<file path="config.mk">
export PLATFORM = sky130hd
export DESIGN_NAME = dpi_pkt_sequencer_flat
export DESIGN_NICKNAME = d
export VERILOG_FILES = /design/src/rtl/dpi_pkt_sequencer_pkg.sv /design/src/rtl/dpi_pkt_sequencer_if.sv /design/src/rtl/dpi_flow_table.sv /design/src/rtl/dpi_pkt_sequencer.sv /design/src/flat_wrapper.sv
export SDC_FILE = /design/constraint.sdc
export NUM_CORES = 2
export LEC_CHECK = 0
export ABC_AREA = 1
export BUFFER_PORTS_ARGS = -buffer_cell sky130_fd_sc_hd__buf_2
export CAP_MARGIN = 40
export CORE_MARGIN = 3
export CORE_UTILIZATION = 30
export CTS_BUF_LIST = sky130_fd_sc_hd__clkbuf_8
export DETAILED_ROUTE_END_ITERATION = 8
export HOLD_SLACK_MARGIN = 0.03
export PLACE_DENSITY = 0.43
export SLEW_MARGIN = 20
export SYNTH_ARGS = -nofsm -noshare
export SYNTH_HDL_FRONTEND = slang
export SYNTH_SLANG_ARGS = --single-unit
</file>
<file path="constraint.sdc">
create_clock -name clk -period 17 [get_ports clk]
set_input_delay 0 -clock clk [delete_from_list [all_inputs] [get_ports clk]]
set_output_delay 0 -clock clk [all_outputs]
set_load 0.02 [all_outputs]
</file>
<file path="src/rtl/dpi_pkt_sequencer_pkg.sv">
// rtl/dpi_pkt_sequencer_pkg.sv - shared types, defaults and helpers for the packet sequencer
package dpi_pkt_sequencer_pkg;

    localparam int NUM_STREAMS_DEF = 64;
    localparam int KEY_W_DEF       = 16;
    localparam int SID_W           = 6;
    localparam int CNT_W           = 16;

    typedef enum logic [2:0] {
        ST_IDLE,
        ST_LOOKUP,
        ST_LOAD,
        ST_WAIT,
        ST_STREAM,
        ST_EOP,
        ST_DRAIN
    } seq_state_e;

    function automatic logic [CNT_W-1:0] sat_inc(input logic [CNT_W-1:0] v);
        return (v == {CNT_W{1'b1}}) ? v : v + CNT_W'(1);
    endfunction

endpackage

</file>
<file path="src/rtl/dpi_pkt_sequencer_if.sv">
// rtl/dpi_pkt_sequencer_if.sv - parser-side stream, regex-side context and statistics bundle
interface dpi_pkt_sequencer_if #(
    parameter int KEY_W = dpi_pkt_sequencer_pkg::KEY_W_DEF
) ();
    import dpi_pkt_sequencer_pkg::*;

    logic [7:0]       in_data;
    logic             in_vld;
    logic             in_sop;
    logic             in_eop;
    logic [KEY_W-1:0] in_flow_key;
    logic             in_rdy;

    logic [7:0]       char_in;
    logic             char_in_vld;
    logic             load_state;
    logic [SID_W-1:0] stream_id;
    logic             new_stream_id;
    logic             enable;
    logic             eop;

    logic             clr_vld;
    logic [SID_W-1:0] clr_id;

    logic [CNT_W-1:0] pkt_cnt;
    logic [CNT_W-1:0] untracked_cnt;
    logic [CNT_W-1:0] err_cnt;

    modport master (
        output in_data, in_vld, in_sop, in_eop, in_flow_key, clr_vld, clr_id,
        input  in_rdy, char_in, char_in_vld, load_state, stream_id, new_stream_id,
               enable, eop, pkt_cnt, untracked_cnt, err_cnt
    );

    modport slave (
        input  in_data, in_vld, in_sop, in_eop, in_flow_key, clr_vld, clr_id,
        output in_rdy, char_in, char_in_vld, load_state, stream_id, new_stream_id,
               enable, eop, pkt_cnt, untracked_cnt, err_cnt
    );

endinterface

</file>
<file path="src/rtl/dpi_flow_table.sv">
// rtl/dpi_flow_table.sv - flow key table with parallel match, lowest-free allocation and clear port
module dpi_flow_table
    import dpi_pkt_sequencer_pkg::*;
#(
    parameter int NUM_STREAMS = NUM_STREAMS_DEF,
    parameter int KEY_W       = KEY_W_DEF
) (
    input  logic             clk,
    input  logic             rst_n,
    input  logic [KEY_W-1:0] key_i,
    input  logic             alloc_i,
    input  logic             clr_vld_i,
    input  logic [SID_W-1:0] clr_id_i,
    output logic             hit_o,
    output logic [SID_W-1:0] hit_idx_o,
    output logic             free_o,
    output logic [SID_W-1:0] free_idx_o
);

    logic [KEY_W-1:0]       key_q [NUM_STREAMS];
    logic [NUM_STREAMS-1:0] valid_q;
    logic                   hit;
    logic                   free;
    logic [SID_W-1:0]       hit_idx;
    logic [SID_W-1:0]       free_idx;

    // Scanning downwards lets the lowest matching/free index be the final assignment.
    always_comb begin
        hit      = 1'b0;
        hit_idx  = '0;
        free     = 1'b0;
        free_idx = '0;
        for (int i = NUM_STREAMS - 1; i >= 0; i--) begin
            if (valid_q[i] && (key_q[i] == key_i)) begin
                hit     = 1'b1;
                hit_idx = SID_W'(i);
            end
            if (!valid_q[i]) begin
                free     = 1'b1;
                free_idx = SID_W'(i);
            end
        end
    end

    // The allocation write comes last so it overrides a same-index clear.
    always_ff @(posedge clk or negedge rst_n) begin
        if (!rst_n) begin
            valid_q <= '0;
        end else begin
            if (clr_vld_i) begin
                valid_q[clr_id_i] <= 1'b0;
            end
            if (alloc_i) begin
                valid_q[free_idx] <= 1'b1;
            end
        end
    end

    always_ff @(posedge clk) begin
        if (alloc_i) begin
            key_q[free_idx] <= key_i;
        end
    end

    assign hit_o      = hit;
    assign hit_idx_o  = hit_idx;
    assign free_o     = free;
    assign free_idx_o = free_idx;

endmodule

</file>
<file path="src/rtl/dpi_pkt_sequencer.sv">
// rtl/dpi_pkt_sequencer.sv - assigns flow contexts to packets and serialises bytes to the regex wrappers
module dpi_pkt_sequencer
    import dpi_pkt_sequencer_pkg::*;
#(
    parameter int NUM_STREAMS = NUM_STREAMS_DEF,
    parameter int KEY_W       = KEY_W_DEF
) (
    input  logic               clk,
    input  logic               rst_n,
    dpi_pkt_sequencer_if.slave seq_if
);

    seq_state_e       state_q, state_d;
    logic             rdy_en_q;
    logic             last_q;
    logic [7:0]       sop_byte_q;
    logic [KEY_W-1:0] key_q;
    logic [7:0]       char_q;
    logic             char_vld_q;
    logic [SID_W-1:0] sid_q;
    logic             new_q;
    logic             en_q;
    logic [CNT_W-1:0] pkt_cnt_q;
    logic [CNT_W-1:0] untracked_cnt_q;
    logic [CNT_W-1:0] err_cnt_q;

    logic             rdy;
    logic             accept;
    logic             load_pulse;
    logic             eop_pulse;
    logic             hit;
    logic             free_avail;
    logic             alloc;
    logic [SID_W-1:0] hit_idx;
    logic [SID_W-1:0] free_idx;

    dpi_flow_table #(
        .NUM_STREAMS (NUM_STREAMS),
        .KEY_W       (KEY_W)
    ) u_flow_table (
        .clk        (clk),
        .rst_n      (rst_n),
        .key_i      (key_q),
        .alloc_i    (alloc),
        .clr_vld_i  (seq_if.clr_vld),
        .clr_id_i   (seq_if.clr_id),
        .hit_o      (hit),
        .hit_idx_o  (hit_idx),
        .free_o     (free_avail),
        .free_idx_o (free_idx)
    );

    assign alloc  = (state_q == ST_LOOKUP) && !hit && free_avail;
    assign accept = seq_if.in_vld && rdy;

    always_ff @(posedge clk or negedge rst_n) begin
        if (!rst_n) begin
            state_q <= ST_IDLE;
        end else begin
            state_q <= state_d;
        end
    end

    // STREAM stops accepting once the eop byte is in, then leaves after that byte is shown.
    always_comb begin
        state_d    = state_q;
        rdy        = 1'b0;
        load_pulse = 1'b0;
        eop_pulse  = 1'b0;
        case (state_q)
            ST_IDLE: begin
                rdy = rdy_en_q;
                if (seq_if.in_vld && rdy_en_q && seq_if.in_sop) begin
                    state_d = ST_LOOKUP;
                end
            end
            ST_LOOKUP: state_d = ST_LOAD;
            ST_LOAD: begin
                load_pulse = 1'b1;
                state_d    = ST_WAIT;
            end
            ST_WAIT:   state_d = ST_STREAM;
            ST_STREAM: begin
                rdy = !last_q;
                if (last_q) begin
                    state_d = ST_EOP;
                end
            end
            ST_EOP: begin
                eop_pulse = 1'b1;
                state_d   = ST_DRAIN;
            end
            ST_DRAIN:  state_d = ST_IDLE;
            default:   state_d = ST_IDLE;
        endcase
    end

    always_ff @(posedge clk or negedge rst_n) begin
        if (!rst_n) begin
            rdy_en_q        <= 1'b0;
            last_q          <= 1'b0;
            sop_byte_q      <= '0;
            key_q           <= '0;
            char_q          <= '0;
            char_vld_q      <= 1'b0;
            sid_q           <= '0;
            new_q           <= 1'b0;
            en_q            <= 1'b0;
            pkt_cnt_q       <= '0;
            untracked_cnt_q <= '0;
            err_cnt_q       <= '0;
        end else begin
            rdy_en_q   <= 1'b1;
            char_vld_q <= 1'b0;
            case (state_q)
                ST_IDLE: begin
                    if (accept) begin
                        if (seq_if.in_sop) begin
                            sop_byte_q <= seq_if.in_data;
                            key_q      <= seq_if.in_flow_key;
                            last_q     <= seq_if.in_eop;
                        end else begin
                            err_cnt_q <= sat_inc(err_cnt_q);
                        end
                    end
                end
                ST_LOOKUP: begin
                    if (hit) begin
                        sid_q <= hit_idx;
                        new_q <= 1'b0;
                        en_q  <= 1'b1;
                    end else if (free_avail) begin
                        sid_q <= free_idx;
                        new_q <= 1'b1;
                        en_q  <= 1'b1;
                    end else begin
                        sid_q           <= '0;
                        new_q           <= 1'b1;
                        en_q            <= 1'b0;
                        untracked_cnt_q <= sat_inc(untracked_cnt_q);
                    end
                end
                ST_WAIT: begin
                    char_q     <= sop_byte_q;
                    char_vld_q <= 1'b1;
                end
                ST_STREAM: begin
                    if (accept) begin
                        char_q     <= seq_if.in_data;
                        char_vld_q <= 1'b1;
                        last_q     <= seq_if.in_eop;
                        if (seq_if.in_sop) begin
                            err_cnt_q <= sat_inc(err_cnt_q);
                        end
                    end
                end
                ST_EOP: pkt_cnt_q <= sat_inc(pkt_cnt_q);
                default: ;
            endcase
        end
    end

    assign seq_if.in_rdy        = rdy;
    assign seq_if.char_in       = char_q;
    assign seq_if.char_in_vld   = char_vld_q;
    assign seq_if.load_state    = load_pulse;
    assign seq_if.eop           = eop_pulse;
    assign seq_if.stream_id     = sid_q;
    assign seq_if.new_stream_id = new_q;
    assign seq_if.enable        = en_q;
    assign seq_if.pkt_cnt       = pkt_cnt_q;
    assign seq_if.untracked_cnt = untracked_cnt_q;
    assign seq_if.err_cnt       = err_cnt_q;

endmodule

</file>
<file path="src/flat_wrapper.sv">
// flat-port wrapper written by rule: the top's interface ports become plain ports
module dpi_pkt_sequencer_flat import dpi_pkt_sequencer_pkg::*;
#(
    parameter int NUM_STREAMS = NUM_STREAMS_DEF,
    parameter int KEY_W       = KEY_W_DEF
)
  (clk, rst_n, seq_if_in_data, seq_if_in_vld, seq_if_in_sop, seq_if_in_eop, seq_if_in_flow_key, seq_if_clr_vld, seq_if_clr_id, seq_if_in_rdy, seq_if_char_in, seq_if_char_in_vld, seq_if_load_state, seq_if_stream_id, seq_if_new_stream_id, seq_if_enable, seq_if_eop, seq_if_pkt_cnt, seq_if_untracked_cnt, seq_if_err_cnt);
  dpi_pkt_sequencer_if #(.KEY_W(KEY_W)) seq_if_i ();
  input  logic clk;
  input  logic rst_n;
  input wire logic [$bits(seq_if_i.in_data)-1:0] seq_if_in_data;
  input wire logic [$bits(seq_if_i.in_vld)-1:0] seq_if_in_vld;
  input wire logic [$bits(seq_if_i.in_sop)-1:0] seq_if_in_sop;
  input wire logic [$bits(seq_if_i.in_eop)-1:0] seq_if_in_eop;
  input wire logic [$bits(seq_if_i.in_flow_key)-1:0] seq_if_in_flow_key;
  input wire logic [$bits(seq_if_i.clr_vld)-1:0] seq_if_clr_vld;
  input wire logic [$bits(seq_if_i.clr_id)-1:0] seq_if_clr_id;
  output wire logic [$bits(seq_if_i.in_rdy)-1:0] seq_if_in_rdy;
  output wire logic [$bits(seq_if_i.char_in)-1:0] seq_if_char_in;
  output wire logic [$bits(seq_if_i.char_in_vld)-1:0] seq_if_char_in_vld;
  output wire logic [$bits(seq_if_i.load_state)-1:0] seq_if_load_state;
  output wire logic [$bits(seq_if_i.stream_id)-1:0] seq_if_stream_id;
  output wire logic [$bits(seq_if_i.new_stream_id)-1:0] seq_if_new_stream_id;
  output wire logic [$bits(seq_if_i.enable)-1:0] seq_if_enable;
  output wire logic [$bits(seq_if_i.eop)-1:0] seq_if_eop;
  output wire logic [$bits(seq_if_i.pkt_cnt)-1:0] seq_if_pkt_cnt;
  output wire logic [$bits(seq_if_i.untracked_cnt)-1:0] seq_if_untracked_cnt;
  output wire logic [$bits(seq_if_i.err_cnt)-1:0] seq_if_err_cnt;
  assign seq_if_i.in_data = seq_if_in_data;
  assign seq_if_i.in_vld = seq_if_in_vld;
  assign seq_if_i.in_sop = seq_if_in_sop;
  assign seq_if_i.in_eop = seq_if_in_eop;
  assign seq_if_i.in_flow_key = seq_if_in_flow_key;
  assign seq_if_i.clr_vld = seq_if_clr_vld;
  assign seq_if_i.clr_id = seq_if_clr_id;
  assign seq_if_in_rdy = seq_if_i.in_rdy;
  assign seq_if_char_in = seq_if_i.char_in;
  assign seq_if_char_in_vld = seq_if_i.char_in_vld;
  assign seq_if_load_state = seq_if_i.load_state;
  assign seq_if_stream_id = seq_if_i.stream_id;
  assign seq_if_new_stream_id = seq_if_i.new_stream_id;
  assign seq_if_enable = seq_if_i.enable;
  assign seq_if_eop = seq_if_i.eop;
  assign seq_if_pkt_cnt = seq_if_i.pkt_cnt;
  assign seq_if_untracked_cnt = seq_if_i.untracked_cnt;
  assign seq_if_err_cnt = seq_if_i.err_cnt;
  dpi_pkt_sequencer #(.NUM_STREAMS(NUM_STREAMS), .KEY_W(KEY_W)) u_core (.clk(clk), .rst_n(rst_n), .seq_if(seq_if_i));
endmodule
</file>
**Word level (Yosys, flattened, before mapping)**

Memory sizes are Yosys's and may differ from the RTL's.
Cells that the tools add are included.
Widths: inputs -> output; s select.

- Register bits after elaboration: 158
- Bits in writable memories: 1,024
- Output and inout port bits: 68
- Logic and storage cells: 480
- Memories kept: 1

Memories:

| memory | words | bits a word | read ports | clocked after memory_dff | wr ports | RTL line | source |
|---|---|---|---|---|---|---|---|
| u_core.u_flow_table.key_q | 64 | 16 | 64 | 0 | 1 | dpi_flow_table.sv:20 | `logic [KEY_W-1:0] key_q [NUM_STREAMS];` |

- Add/subtract/negate cells: 3
- Order comparisons: 4
- Equal/unequal tests: 79
- Multiplexer cells: 289
- Bitwise operators: 7
- Reductions and logical operators: 83

Operators with widths:

| cell | count |
|---|---|
| $eq 16x16->1 | 64 |
| $mux 6 | 130 |
| $mux 1 | 141 |
| $mux 64 | 2 |
| $mux 16 | 5 |
| $logic_and 1x1->1 | 71 |
| $and 64x64->64 | 1 |
| $not 64->64 | 1 |
| $or 64x64->64 | 1 |
| $add 16x1->16 const B | 3 |
| $eq 16x16->1 const B | 3 |
| $pmux 16 s2 | 1 |
| $pmux 3 s6 | 1 |
| $pmux 8 s2 | 1 |
| $lt 6x7->1 const B | 2 |
| $demux 1 s6 | 2 |
| $ge 6x1->1 const B | 2 |
| $mux 8 | 1 |
| $ne 2x1->1 const B | 4 |
| $reduce_and 4->1 | 2 |
| $eq 3x2->1 const B | 2 |
| $eq 3x3->1 const B | 2 |
| $mux 3 | 2 |
| $ne 2x2->1 const B | 3 |
| other kinds (9) | 18 |

**Logic depth before layout (Yosys ltp)**

- Depth after elaboration: 71
- Depth in mapped cells: 73
- Mapped depth without buffers: 72

**By module**

From an unflattened synthesis, not the netlist that was laid out.

- Cells, all modules: 4,553
- Area, all modules: 52,716.8 um^2

Modules (own cells, without submodules):

| module | times used | cells an instance | area an instance (um^2) |
|---|---|---|---|
| dpi_flow_table | 1 | 3,889 | 47,694.5 |
| dpi_pkt_sequencer | 1 | 664 | 5,022.3 |

**Worst setup path after synthesis**

Ideal clock, no wire load.

- Path type: register -> register
- Start: register u_core.key_q[9]
- End: memory u_core.u_flow_table.key_q[40][0] (netlist bit), enable pin
- Setup time: 388 ps
- Arrival time: 5,017 ps
- Data required time: 16,612 ps
- Slack: 11,594 ps
- Stages on the path, launching flop included: 27
- Buffers on the path: 10
- Cells stage by stage: dfrtp_1 buf_4 inv_2 buf_6 buf_6 buf_4 buf_6 buf_4 buf_6 buf_4 buf_2 o22ai_1 nor4_1 nand3_1 nand2_1 nor2_1 nand4_1 nor4_1 nand2_1 nor2_2 nand2_1 nor2_1 inv_1 nor2_1 nand2_1 clkbuf_1 nor2_1

- Cells in the longest elaborated chain, start to end: 71

Ends and longest elaborated chain:

| element | RTL line | source |
|---|---|---|
| from (decl) | dpi_pkt_sequencer.sv:17 | `logic [KEY_W-1:0] key_q;` |
| from (signal assigned) | dpi_pkt_sequencer.sv:120 | `key_q <= seq_if.in_flow_key;` |
| $eq 16x16->1 | dpi_flow_table.sv:34 | `if (valid_q[i] && (key_q[i] == key_i)) begin` |
| $logic_and 1x1->1 | dpi_flow_table.sv:34 |  |
| $mux 1 (63 in series) | dpi_flow_table.sv:34 |  |
| $mux 1 (*) | dpi_flow_table.sv:34 |  |
| $logic_not 1->1 (*) | dpi_pkt_sequencer.sv:53 | `assign alloc = (state_q == ST_LOOKUP) && !hit && free_avail;` |
| $logic_and 1x1->1 (*) (2 in series) | dpi_pkt_sequencer.sv:53 |  |
| $mux 1 (*) | dpi_flow_table.sv:60 | `if (alloc_i) begin` |
| $mux 1 (not written as such) (*) | dpi_flow_table.sv:61 | `key_q[free_idx] <= key_i;` |
| to (decl) | dpi_flow_table.sv:20 |  |

Every way passes the cells marked *; elsewhere a longest branch is shown, timed or not.

**Worst setup path after layout**

- Start: register u_core.key_q[7]
- End: register u_core.sid_q[0], in the netlist u_core.seq_if.stream_id[0]

- Cells in the longest elaborated chain, start to end: 67

Ends and longest elaborated chain:

| element | RTL line | source |
|---|---|---|
| $eq 16x16->1 | dpi_flow_table.sv:34 |  |
| $logic_and 1x1->1 | dpi_flow_table.sv:34 |  |
| $mux 6 / $mux 1 (equally long branches) (64 in series) | dpi_flow_table.sv:34 |  |
| $mux 6 (*) | dpi_pkt_sequencer.sv:128 | `if (hit) begin` |
| to (signal assigned) | dpi_pkt_sequencer.sv:129 | `sid_q <= hit_idx;` |
| to (signal assigned) | dpi_pkt_sequencer.sv:133 | `sid_q <= free_idx;` |
| to (decl) | dpi_pkt_sequencer.sv:20 | `logic [SID_W-1:0] sid_q;` |

Marked as above.
A chain may end at the register's enable or synchronous reset.

==> impl_metrics.tcl <==
set metrics [dict create \
    place.gp.congestion 0.8721 \
    grt_pass1_wl_mm 259.0 \
    rr_endpoint "u_core.seq_if.stream_id[0]" \
    reg2reg_from "u_core.key_q[7]" \
    nFillCells 16840 \
    post_cts_resize_count 0 \
    cp.required_ns 17.85 \
    port_buffers 103 \
    p_leak_uw 0.02086 \
    final-hold-violation-count 0 \
    max_freq_mhz 140.7 \
    avgSynthCellArea_sq_um 12.13 \
    whs_ns 0.1561 \
    drtIter0Drc 3392 \
    num_vias 36790 \
    synthTopCellsByArea "edfxtp_1 59%, dfrtp_1 7.6%, nand2_1 5.4%" \
    antenna_found_initial 8 \
    synth-edff-count 1024 \
    dp_hpwl_mm 108.3 \
    rrSetupSlack_ns 9.89 \
    holdPathStages 6 \
    slew_violations 0 \
    finalCritPeriodShare_pct 41.82 \
    min_from "seq_if_clr_id[0]" \
    overflow 0 \
    cts_root_buffer "clkbuf_8" \
    drive_above_1_share_pct 14.45 \
    ys_warn_count 0 \
    layout_min_cycle_time_ns 7.109 \
    worstPathMaxFanout 74 \
    setup-tns-final_ns 0 \
    r2r_cells 69 \
    tightest_slew_ns 0.8605 \
    clock_skew_ns 0.06591 \
    grt_usage_pct 19.81 \
    numCtsBuffers 208 \
    via_per_inst 5.179 \
    clock_latency_ns 0.95 \
    die_x_microns 421.9 \
    syn_inst 4279 \
    grt_max_degree 89 \
    ir_drop_mv 0.1062 \
    drc 0 \
    synth_fp_nets 4318 \
    clock-sinks 1182 \
    synthArstFlopShare_pct 13.37 \
    drt_pre_antenna_iters 6 \
    synth_cell_type_count 59 \
    clock_path_buffers 3 \
    max_cap_viol_count 0 \
    initial_core_util_pct 30.41 \
    cts_tree "done" \
    cts_max_level 4 \
    hold_path.class "in2reg" \
    rows 151 \
    cp_top_family "simple AND/OR/NAND/NOR gates" \
    setup_viol 0 \
    critPathMaxStageDelay_ns 0.72 \
    total_power_uw 9506 \
    synth_top_area_share_pct 59.26 \
    hold_end "u_core.u_flow_table.valid_q[58]" \
    ys_seq_area_share_pct 66.88 \
    coreArea_sq_um 170600 \
    design.die.area_sq_um 178000 \
    layout.nets 4666 \
    post_drt_wl_per_cell_microns 25.32 \
    grt_pass1_vias 35660 \
    status "complete, no violations" \
    ys.flop_type "edfxtp_1" \
    rsz0062_at_grt "false" \
    ant_nets 0 \
    critPathKind "reg2reg" \
    synth_seq_cells 1182 \
    netlist_area_sq_um 51890 \
    start_kind "flip-flop" \
    area_growth_pct 16.01 \
    synth_top_area_cell "edfxtp_1" \
    drt-total-wl_mm 179.8 \
    setup_ws_ns 9.891 \
    endpoint_kind "flip-flop" \
    pre_cts_ws_ns 9.955 \
    crit_slowest_cell "buf_4" \
    critical_path_buf_inv_count 2 \
    crit_top_cell "nand2_1" \
    critPathArrivalTime_ns 7.95 \
    slew_headroom_pct 42.15 \
    die_h_microns 421.9 \
    ios 104 \
    clk_pin_slew_worst_paths_ns 0.06 \
    powerDensity_nw_per_um2 157.9 \
]
[report_power, final]
group / total (uW) / switching (uW) / internal [uW]
combinational: 3100 / 2300 / 801
sequential: 3950 / 310 / 3640
clock: 2460 / 1240 / 1220
[registers in the layout, indices dropped and copies added (netlist names)]
signal                       flops
u_core.key_q                    16
u_core.last_q                    1
u_core.rdy_en_q                  1
u_core.seq_if.char_in            8
u_core.seq_if.char_in_vld        1
u_core.seq_if.enable             1
u_core.seq_if.err_cnt           16
u_core.seq_if.new_stream_id      1
u_core.seq_if.pkt_cnt           16
u_core.seq_if.stream_id          6
u_core.seq_if.untracked_cnt     16
u_core.sop_byte_q                8
u_core.state_q                   3
u_core.u_flow_table.key_q     1024
u_core.u_flow_table.valid_q     64
[area by class of cell]
type	count	area (sq um)	share of cell area [%]
Antenna cell	4	10.01	0.01663
Clock buffer	218	3000	4.985
Clock inverter	169	810.8	1.347
Inverter	184	720.7	1.197
Multi-Input combinational cell	2696	15200	25.26
Sequential cell	1182	34760	57.75
Tap cell	2295	2872	4.770
Timing Repair Buffer	355	2815	4.677
[Yosys cell counts (all sizes together), types with 4 or more instances]
cell type	number
xor2	215
o2111a	4
a221o	28
a2111oi	7
mux2	10
inv	182
nor3b	4
nor2	302
edfxtp	1024
nor4	92
nand4	74
o221ai	6
clkbuf	48
o211ai	5
dfrtp	158
buf	169
nand3	65
or4	12
a21boi	5
or2	127
a211oi	43
a22o	51
o2111ai	36
a21oi	55
o22ai	162
nor3	30
o21ai	374
a221oi	116
a31oi	15
xnor2	83
nand2	753
[cell usage in the layout, fill, tap and decap left out, types with 5 or more instances in the layout]
| cell | Yosys | routed |
|---|---|---|
| nand3_1 | 65 | 65 |
| clkbuf_8 | 0 | 218 |
| a211oi_1 | 43 | 43 |
| buf_4 | 21 | 141 |
| buf_2 | 102 | 102 |
| nand2_1 | 752 | 752 |
| mux2_2 | 10 | 10 |
| o211ai_1 | 5 | 5 |
| or4_1 | 12 | 12 |
| a31oi_1 | 15 | 15 |
| inv_1 | 169 | 235 |
| nor3_1 | 30 | 30 |
| inv_8 | 1 | 5 |
| inv_2 | 9 | 7 |
| nand4_1 | 74 | 74 |
| o21ai_1 | 25 | 25 |
| xnor2_1 | 83 | 83 |
| clkinv_2 | 0 | 26 |
| a221oi_1 | 112 | 112 |
| o2111ai_1 | 36 | 36 |
| xor2_1 | 215 | 215 |
| edfxtp_1 | 1024 | 1024 |
| nor2_1 | 300 | 295 |
| dfrtp_1 | 158 | 142 |
| nor4_1 | 92 | 92 |
| o21ai_0 | 349 | 349 |
| a22o_1 | 51 | 51 |
| inv_4 | 3 | 8 |
| o22ai_1 | 162 | 162 |
| or2_2 | 123 | 123 |
| a2111oi_0 | 7 | 7 |
| o221ai_1 | 6 | 6 |
| nor2_2 | 2 | 7 |
| a21oi_1 | 55 | 55 |
| clkinv_1 | 2 | 61 |
| dlygate4sd3_1 | 0 | 97 |
| a221o_1 | 28 | 28 |
| dfrtp_4 | 0 | 16 |
[how the worst max path moves through the flow]
stage / slack [ns] / start / endpoint / cells after the start
6_report: 9.89 / u_core.key_q[7] / u_core.seq_if.stream_id[0] / 69
5_1_grt: 9.41 / u_core.key_q[7] / u_core.seq_if.stream_id[0] / 69
4_1_cts: 9.94 / u_core.key_q[7] / u_core.seq_if.stream_id[0] / 69
3_5_place_dp: 9.96 / u_core.key_q[7] / u_core.seq_if.stream_id[0] / 69
3_3_place_gp: 9.63 / u_core.key_q[7] / u_core.seq_if.stream_id[0] / 69
2_1_floorplan: 11.59 / u_core.key_q[9] / u_core.u_flow_table.key_q[40][0] / 26
[tightest hold or removal path, delay by kind of cell]
| kind | cells | cell delay, ns |
|---|---|---|
| and+or+nand+nor | 1 | 0.09 |
| buffers and inverters | 3 | 0.81 |
| AOI/OAI and AO/OA | 2 | 0.13 |
[what timing repair did]
action,4_1_cts,5_1_grt
endpoints found under the hold margin,271,0
buffers inserted,0,0
hold buffers,98,0
[cells by family (layout without fill, tap and decap cells)]
| family | after synthesis | after routing | share of synthesized area [%] |
|---|---|---|---|
| compound gates | 918 | 918 | 11.53 |
| xor+xnor | 298 | 298 | 5.030 |
| fa+ha+maj | 3 | 3 | 0.07235 |
| buf+inv | 401 | 926 | 3.841 |
| flops | 1182 | 1182 | 66.88 |
| mux | 10 | 10 | 0.2170 |
| other cells | 1 | 5 | 0.007227 |
| simple gates | 1466 | 1466 | 12.42 |
[metrics by stage]
stage,instances,cell area [sq um],utilization (%)
floorplan,4279,51890,-
global placement,6601,55150,32.32
detailed placement,6610,55310,32.42
CTS,7095,60120,35.24
global route,7102,60190,35.28
finish,7103,60190,35.28
[layer usage]
metal / part of all wire [%] / vias to the layer above / routed length (microns) / track usage (%)
met4: 2.1 / 0 / 3690 / 5.081
met3: 5.8 / 251 / 10370 / 3.018
met5: 0 / - / 0 / 0
met1: 47 / 18730 / 83860 / 28.33
li1: - / 16510 / - / -
met2: 46 / 1303 / 81920 / 31.38
No activity file was read; power rests on OpenSTA's default activity.
